<file path="src/rtl/sniffer_sched_pkg.sv">
// Shared types and default parameters for the sniffer scheduler.
// Latency: n/a (declarations only).
// Backpressure: n/a.
package sniffer_sched_pkg;

    typedef enum logic [1:0] {
        ST_IDLE   = 2'd0,
        ST_STREAM = 2'd1,
        ST_FLUSH  = 2'd2,
        ST_DRAIN  = 2'd3
    } sched_state_t;

    localparam int         DEF_NUM_REQ      = 4;
    localparam logic [7:0] DEF_FLUSH_CHAR   = 8'h20;
    localparam int         DEF_DRAIN_CYCLES = 2;

endpackage

</file>
<file path="src/rtl/sniffer_scheduler_rr_arbiter.sv">
// Round-robin pick: lowest requester index at or after rr_ptr, wrapping.
// Latency: purely combinational.
// Backpressure: none; the caller decides when to take the grant.
//
// Ports:
//   req       - per-requester request vector
//   rr_ptr    - index where the search starts
//   grant_idx - chosen requester (valid only when grant_vld)
//   grant_vld - at least one request is present
module rr_arbiter #(
    parameter  int N = 4,
    localparam int W = (N > 1) ? $clog2(N) : 1
) (
    input  logic [N-1:0] req,
    input  logic [W-1:0] rr_ptr,
    output logic [W-1:0] grant_idx,
    output logic         grant_vld
);

    function automatic logic [W-1:0] wrap_idx(input logic [W-1:0] base, input int unsigned off);
        int unsigned s;
        s = 32'(base) + off;
        if (s >= N) s = s - N;
        return W'(s);
    endfunction

    // Scan offsets from farthest to nearest so the last hit wins, which is
    // the requester closest to rr_ptr.
    always_comb begin
        grant_idx = '0;
        grant_vld = 1'b0;
        for (int i = N - 1; i >= 0; i--) begin
            if (req[wrap_idx(rr_ptr, i)]) begin
                grant_idx = wrap_idx(rr_ptr, i);
                grant_vld = 1'b1;
            end
        end
    end

endmodule

</file>
<file path="src/rtl/sniffer_scheduler.sv">
// Time-shares one byte sniffer between NUM_REQ byte-stream requesters, round-robin per frame.
// Latency: accepted byte appears on snf_data 1 cycle later; sniffer output tagged 1 cycle later.
// Backpressure: req_ready only for the frame owner in STREAM; out_* has none.
//
// Ports:
//   clk, rst_n              - clock, asynchronous active-low reset
//   req_valid/data/last     - per-requester byte stream in (byte k at [8k+7:8k])
//   req_ready               - per-requester accept
//   snf_enable, snf_data    - drive the sniffer
//   snf_write, snf_data_out - sniffer output strobe and character
//   out_valid/data/src      - sniffer character tagged with the owning requester
//   busy                    - scheduler not idle
module sniffer_scheduler
    import sniffer_sched_pkg::*;
#(
    parameter  int         NUM_REQ      = DEF_NUM_REQ,
    parameter  logic [7:0] FLUSH_CHAR   = DEF_FLUSH_CHAR,
    parameter  int         DRAIN_CYCLES = DEF_DRAIN_CYCLES,
    localparam int         IDX_W        = $clog2(NUM_REQ),
    localparam int         CNT_W        = (DRAIN_CYCLES > 1) ? $clog2(DRAIN_CYCLES) : 1
) (
    input  logic                 clk,
    input  logic                 rst_n,
    input  logic [NUM_REQ-1:0]   req_valid,
    input  logic [8*NUM_REQ-1:0] req_data,
    input  logic [NUM_REQ-1:0]   req_last,
    output logic [NUM_REQ-1:0]   req_ready,
    output logic                 snf_enable,
    output logic [7:0]           snf_data,
    input  logic                 snf_write,
    input  logic [7:0]           snf_data_out,
    output logic                 out_valid,
    output logic [7:0]           out_data,
    output logic [IDX_W-1:0]     out_src,
    output logic                 busy
);

    sched_state_t     state;
    logic [IDX_W-1:0] owner;
    logic [IDX_W-1:0] rr_ptr;
    logic [CNT_W-1:0] drain_cnt;
    logic [IDX_W-1:0] grant_idx;
    logic             grant_vld;
    logic             xfer;
    logic [7:0]       owner_byte;
    logic [IDX_W-1:0] next_ptr;

    rr_arbiter #(.N(NUM_REQ)) u_arb (
        .req       (req_valid),
        .rr_ptr    (rr_ptr),
        .grant_idx (grant_idx),
        .grant_vld (grant_vld)
    );

    assign busy       = (state != ST_IDLE);
    assign xfer       = (state == ST_STREAM) && req_valid[owner];
    assign owner_byte = req_data[{owner, 3'b000} +: 8];
    assign next_ptr   = (owner == IDX_W'(NUM_REQ - 1)) ? '0 : owner + 1'b1;

    // Ready is decoded from state so reset clears it without waiting for a clock.
    always_comb begin
        req_ready = '0;
        if (state == ST_STREAM) req_ready[owner] = 1'b1;
    end

    always_ff @(posedge clk or negedge rst_n) begin
        if (!rst_n) begin
            state      <= ST_IDLE;
            owner      <= '0;
            rr_ptr     <= '0;
            drain_cnt  <= '0;
            snf_enable <= 1'b0;
            snf_data   <= 8'h00;
        end else begin
            snf_enable <= 1'b0;
            case (state)
                ST_IDLE: begin
                    if (grant_vld) begin
                        owner <= grant_idx;
                        state <= ST_STREAM;
                    end
                end
                ST_STREAM: begin
                    if (xfer) begin
                        snf_enable <= 1'b1;
                        snf_data   <= owner_byte;
                        if (req_last[owner]) state <= ST_FLUSH;
                    end
                end
                ST_FLUSH: begin
                    // The last frame byte is on snf_data during this cycle,
                    // so the separator is registered to follow it.
                    snf_enable <= 1'b1;
                    snf_data   <= FLUSH_CHAR;
                    drain_cnt  <= '0;
                    state      <= ST_DRAIN;
                end
                ST_DRAIN: begin
                    if (drain_cnt == CNT_W'(DRAIN_CYCLES - 1)) begin
                        rr_ptr <= next_ptr;
                        state  <= ST_IDLE;
                    end else begin
                        drain_cnt <= drain_cnt + 1'b1;
                    end
                end
                default: state <= ST_IDLE;
            endcase
        end
    end

    // Owner is kept through IDLE, so late sniffer output is tagged with the
    // requester whose frame produced it.
    always_ff @(posedge clk or negedge rst_n) begin
        if (!rst_n) begin
            out_valid <= 1'b0;
            out_data  <= 8'h00;
            out_src   <= '0;
        end else begin
            out_valid <= snf_write;
            if (snf_write) begin
                out_data <= snf_data_out;
                out_src  <= owner;
            end
        end
    end

endmodule
</file>
<file path="config.mk">
export PLATFORM = sky130hd
export DESIGN_NAME = sniffer_scheduler
export DESIGN_NICKNAME = d
export VERILOG_FILES = /design/src/rtl/sniffer_sched_pkg.sv /design/src/rtl/sniffer_scheduler_rr_arbiter.sv /design/src/rtl/sniffer_scheduler.sv
export SDC_FILE = /design/constraint.sdc
export NUM_CORES = 1
export LEC_CHECK = 0
export ABC_CLOCK_PERIOD_IN_PS = 1800
export BUFFER_PORTS_ARGS = -buffer_cell sky130_fd_sc_hd__clkbuf_2
export CORE_ASPECT_RATIO = 1.25
export CORE_MARGIN = 2
export CORE_UTILIZATION = 41
export DETAILED_ROUTE_END_ITERATION = 16
export PLACE_DENSITY = 0.82
export SLEW_MARGIN = 25
export SYNTH_ARGS = -nofsm -noshare
export SYNTH_HDL_FRONTEND = slang
export SYNTH_SLANG_ARGS = --single-unit
</file>
<file path="constraint.sdc">
create_clock -name clk -period 1.8 [get_ports clk]
set_clock_uncertainty 0.05 [all_clocks]
set_input_delay 0.36 -clock clk [delete_from_list [all_inputs] [get_ports clk]]
set_output_delay 0.36 -clock clk [all_outputs]
set_load 0.01 [all_outputs]
</file>
After elaboration in Yosys (flattened, before gate mapping)
Index checks and enable logic that the tools add are counted.
{ "word_totals": {"inputBits": 51, "out_inout_bits": 25, "reg_bits": 27} }
{ "op_classes": {"muxes": 39, "eq_ne": 8, "addsub": 9, "order_cmp": 10, "n_reduce_logical": 10, "shift": 1} }
{ "ops": {"columns": ["op", "n"], "rows": [
  ["32-bit by 6-bit variable part select with 8-bit output", 1],
  ["2-bit two-way mux", 13],
  ["8-bit case mux with 2 select lines", 1],
  ["2-bit by 3-bit < comparator with 1-bit output, second input constant", 5],
  ["1-bit two-way mux", 13],
  ["1-bit binary-select mux with 2-bit select", 6],
  ["3-bit greater-or-equal comparator, second input constant", 3],
  ["8-bit two-way mux", 1],
  ["2-bit case mux with 4 select lines", 1],
  ["2-bit by 1-bit subtractor with 2-bit output, second input constant", 4],
  ["2-bit by 2-bit adder with 3-bit output, second input constant", 2],
  ["2-bit == test, second input constant", 3],
  ["2-bit != test, second input constant", 3],
  ["2-bit AND reduction", 3],
  ["2-bit nonzero test", 3],
  ["4-bit two-way mux", 1],
  ["1-bit case mux with 2 select lines", 2],
  ["4-bit AND reduction", 1],
  ["2-bit by 1-bit adder with 3-bit output, second input constant", 1],
  ["2-bit by 3-bit greater-or-equal comparator with 1-bit output, second input constant", 1],
  ["2-bit by 1-bit adder with 2-bit output, second input constant", 1],
  ["1-bit demux with 2-bit select", 1],
  ["2-bit by 1-bit == test with 1-bit output, second input constant", 1],
  ["2-bit by 1-bit greater-or-equal comparator with 1-bit output, second input constant", 1],
  ["other kinds (4)", 5]
]} }

Longest topological paths before layout
{ "logic_depth": {"depth_word": 11, "ltp_mapped": 6, "mapped_depth_nobuf": 6} }

Hierarchy
A second synthesis with hierarchy kept.
{ "unflattened": {"hier_cells": 127, "hier_area_um2": 1531.5} }
{ "by_module_without_submodules": {"columns": ["module", "cells_per_inst", "area_per_inst_um2", "instances"], "rows": [
  ["sniffer_scheduler", 114, 1453.9, 1],
  ["rr_arbiter", 13, 77.6, 1]
]} }

Least setup slack after synthesis
Ideal clock, no wire load.
{ "synth_timing": {"path_type": "register to register", "startpoint": "register owner[0]", "endpoint": "register state[1]", "path_slack_ns": 0.013, "t_required_ns": 1.625, "arrival_time_ns": 1.612, "path_stages_with_launch": 6, "path_buffers": 1, "cell_sequence": "dfrtp_1 buf_6 mux4_1 a21o_1 nand3_1 mux2_2"} }
{ "synth_via": {"elab_chain_len": 5, "word_cells_on_any_way": 8} }
{ "synth_rtl": {"columns": ["item", "line_no", "rtl"], "rows": [
  ["from (decl)", "sniffer_scheduler.sv:39", "logic [IDX_W-1:0] owner;"],
  ["from (signal assigned)", "sniffer_scheduler.sv:79", "owner <= grant_idx;"],
  ["1-bit binary-select mux with 2-bit select", "sniffer_scheduler.sv:56", "assign xfer = (state == ST_STREAM) && req_valid[owner];"],
  ["1-bit two-way mux (not written as such)", "sniffer_scheduler.sv:56", null],
  ["1-bit logical AND", "sniffer_scheduler.sv:56", null],
  ["2-bit != test (no source line)", null, null],
  ["4-bit AND reduction (no source line) (*)", null, null],
  ["to (signal assigned)", "sniffer_scheduler.sv:68", "state <= ST_IDLE;"],
  ["to (signal assigned)", "sniffer_scheduler.sv:80", "state <= ST_STREAM;"],
  ["to (signal assigned)", "sniffer_scheduler.sv:87", "if (req_last[owner]) state <= ST_FLUSH;"],
  ["to (decl)", "sniffer_scheduler.sv:38", "sched_state_t state;"]
]} }
Mark *: on every way between the ends. The rest lies on a longest branch, timed or not. The select of a mux whose other input is x is not followed.
A chain may end at the register's enable or synchronous reset.

Final worst setup path
Ends and elaborated chain as after synthesis.

==> results_dict.tcl <==
set metrics [dict create \
    grt_remaining_overflow 0 \
    ys_types 30 \
    core.rowCount 24 \
    end_kind "flop" \
    htreeDepth 1 \
    syn-mean-instance-area_um2 13.5 \
    ant_nets 0 \
    postSynthCellCount 111 \
    die_area_mm2 0.00417 \
    synthTopCellsByCount "dfrtp_1, mux2_2, ha_1, inv_1" \
    synthMuxAreaShare 0.261 \
    period_share 0.975 \
    nets 251 \
    synth_top_family_by_area "multiplexers" \
    combPwrFrac 0.536 \
    drtIter0Drc 27 \
    synth_most_common_cell "dfrtp_1" \
    antenna_cells 0 \
    criticalPathCategory "reg2reg" \
    internal_power_mw 1.73 \
    vias 1220 \
    worst_slew_pin_slew_ns 0.639 \
    ys_top_cells_by_area "dfrtp_1, mux4_2, mux2_2" \
    yosys.area_share.simple 0.0607 \
    timing.fmax_ghz 0.570 \
    multi_input_area_um2 761 \
    port_buffers 75 \
    setup_viol 0 \
    cts_tree "yes" \
    drc 0 \
    synth_top_area_frac 0.449 \
    maxSlewViolCount 0 \
    viasPerCell 5.30 \
    p_clk_frac 0.123 \
    ctsHoldBuffers 0 \
    dp_hpwl_um 2750 \
    hold_violations 0 \
    cp-start-kind "flop" \
    finalWirelength_um 3360 \
    seq_area_um2 677 \
    required_ns 1.91 \
    yosysSeqAreaShare 0.449 \
    grt_pass1_wl_um 5600 \
    synthArstFlopShare 1.00 \
    io_pins 76 \
    synth-edff-count 0 \
    drv_cap 0 \
    die_w_um 58.2 \
    wl_per_cell_um 14.6 \
    relSlewSlack 0.574 \
    die_h_um 71.7 \
    worstSkewPairLatency_ns 0.27 \
    hp-class "in2async" \
    pwr-share-seq 0.341 \
    core_area_mm2 0.00351 \
    fin_hold_ws_ns 0.0439 \
    grt_pass1_vias 1211 \
    power.leakage_nw 1.01 \
    drtPass1Iterations 4 \
    clock_path_buffers 2 \
    clockRootBuffer "clkbuf_8" \
    cts.sinks 27 \
    grt_max_degree 28 \
    crit_fanout 4 \
    fillCellCount 302 \
    synth_seq_cells 27 \
    netSwitchingFraction 0.370 \
    rsz0062_at_grt "no" \
    clk_pin_slew_ns 0.09 \
    synth_compound_area_frac 0.116 \
    numCtsBuffers 3 \
    tns_ns 0 \
    status "completed" \
    synthAdderAreaFrac 0.0666 \
    cp_data_arrival_time_ns 1.86 \
    yosysWarnings 0 \
    area_delta_synth_final_pct 33.1 \
    grt_antenna_before_repair 0 \
    synth_xor_area_frac 0 \
    initial_core_util 0.428 \
    syn_nets 170 \
    yosys.area.top_type "dfrtp_1" \
    p_sw_mw 1.02 \
    irDropWorstVdd_mv 0.876 \
    drive_gt1_frac 0.581 \
    power_per_cell_area_mw_per_mm2 1370 \
    grt.total_usage 0.173 \
    synthFlopType "dfrtp_1" \
    globalplace.congestion 0.704 \
    fin_crit_ns 1.75 \
    synth_area_mm2 0.00150 \
]
metal layers:
layer / part of all wire / global-route usage / vias to the layer above
met1: 0.39 / 0.214 / 588
met4: 0.018 / 0.0543 / 0
met3: 0.057 / 0.0325 / 6
met5: 0 / 0 / -
met2: 0.53 / 0.303 / 49
li1: - / - / 577
metrics by stage:
step	setup WS (ns)	std cells	area (um2)	utilization	power (mW)
floorplan	0.0133	111	1500	-	1.93
global placement	0.0526	222	1910	0.543	2.27
detailed placement	0.0145	222	1910	0.543	2.33
CTS	0.00564	227	1970	0.562	2.73
global route	0.00645	230	2000	0.570	2.95
finish	0.0456	230	2000	0.570	2.75
cell usage in the layout, fill, tap and decap left out, types with 2 or more instances in the layout:
cell,Yosys,final
inv_1,8,7
dfrtp_1,27,26
clkbuf_8,0,3
ha_2,0,2
a32o_1,7,7
a21oi_1,3,3
nand2b_1,2,2
o21a_1,2,2
mux2_2,13,13
a21o_1,2,2
clkbuf_2,0,75
ha_1,8,6
buf_4,0,4
nand2_1,6,6
and2_1,4,4
mux4_2,7,8
mux4_1,3,2
final cells by class:
cell class	instances	area share
Multi-Input combinational cell	70	0.380
Sequential cell	27	0.338
Timing Repair Buffer	81	0.218
Tap cell	39	0.0244
Clock buffer	4	0.0225
Inverter	9	0.0169
what timing repair did:
item	4_1_cts	5_1_grt
endpoints found under the setup margin	5	4
gates cloned	0	0
gates resized for setup	7	2
buffers inserted	1	3
worst max-delay path: stages (launching register included):
cell and delay, ns:
dfrtp_2 0.44, mux4_2 0.53, a21o_1 0.19, nand3_1 0.09, mux2_2 0.35
final timing paths:
check	start	to	slack [ns]	depth (start not counted)
max in group asynchronous	rst_n	owner[0]	1.21	1
min	rst_n	owner[0]	0.04	1
min reg2reg	snf_data[4]	snf_data[4]	0.45	1
min in group clk	snf_data_out[7]	out_data[7]	0.27	2
max reg2reg	owner[0]	state[1]	0.05	4
max	owner[0]	state[1]	0.05	4
registers in the layout, indices dropped and copies added, names as in the netlist:
name,cells
out_data,8
snf_enable,1
snf_data,8
rr_ptr,2
out_src,2
state,2
drain_cnt,1
owner,2
out_valid,1
logic make-up (layout without fill, tap and decap cells):
kind of cell	Yosys count	in the layout
flip-flops	27	27
multiplexers	24	24
AO/OA/AOI/OAI	21	21
AND/OR/NAND/NOR	17	17
buffers and inverters	14	94
adder cells (fa/ha/maj)	8	8
power by group through the flow:
stage	clock network, mW	registers, mW	logic [mW]
floorplan	0	0.962	0.968
global placement	0	0.930	1.34
detailed placement	0	0.947	1.38
CTS	0.343	0.941	1.45
global route	0.377	0.960	1.62
finish	0.338	0.938	1.48
Note: power is estimated with default switching activity, not from simulation.
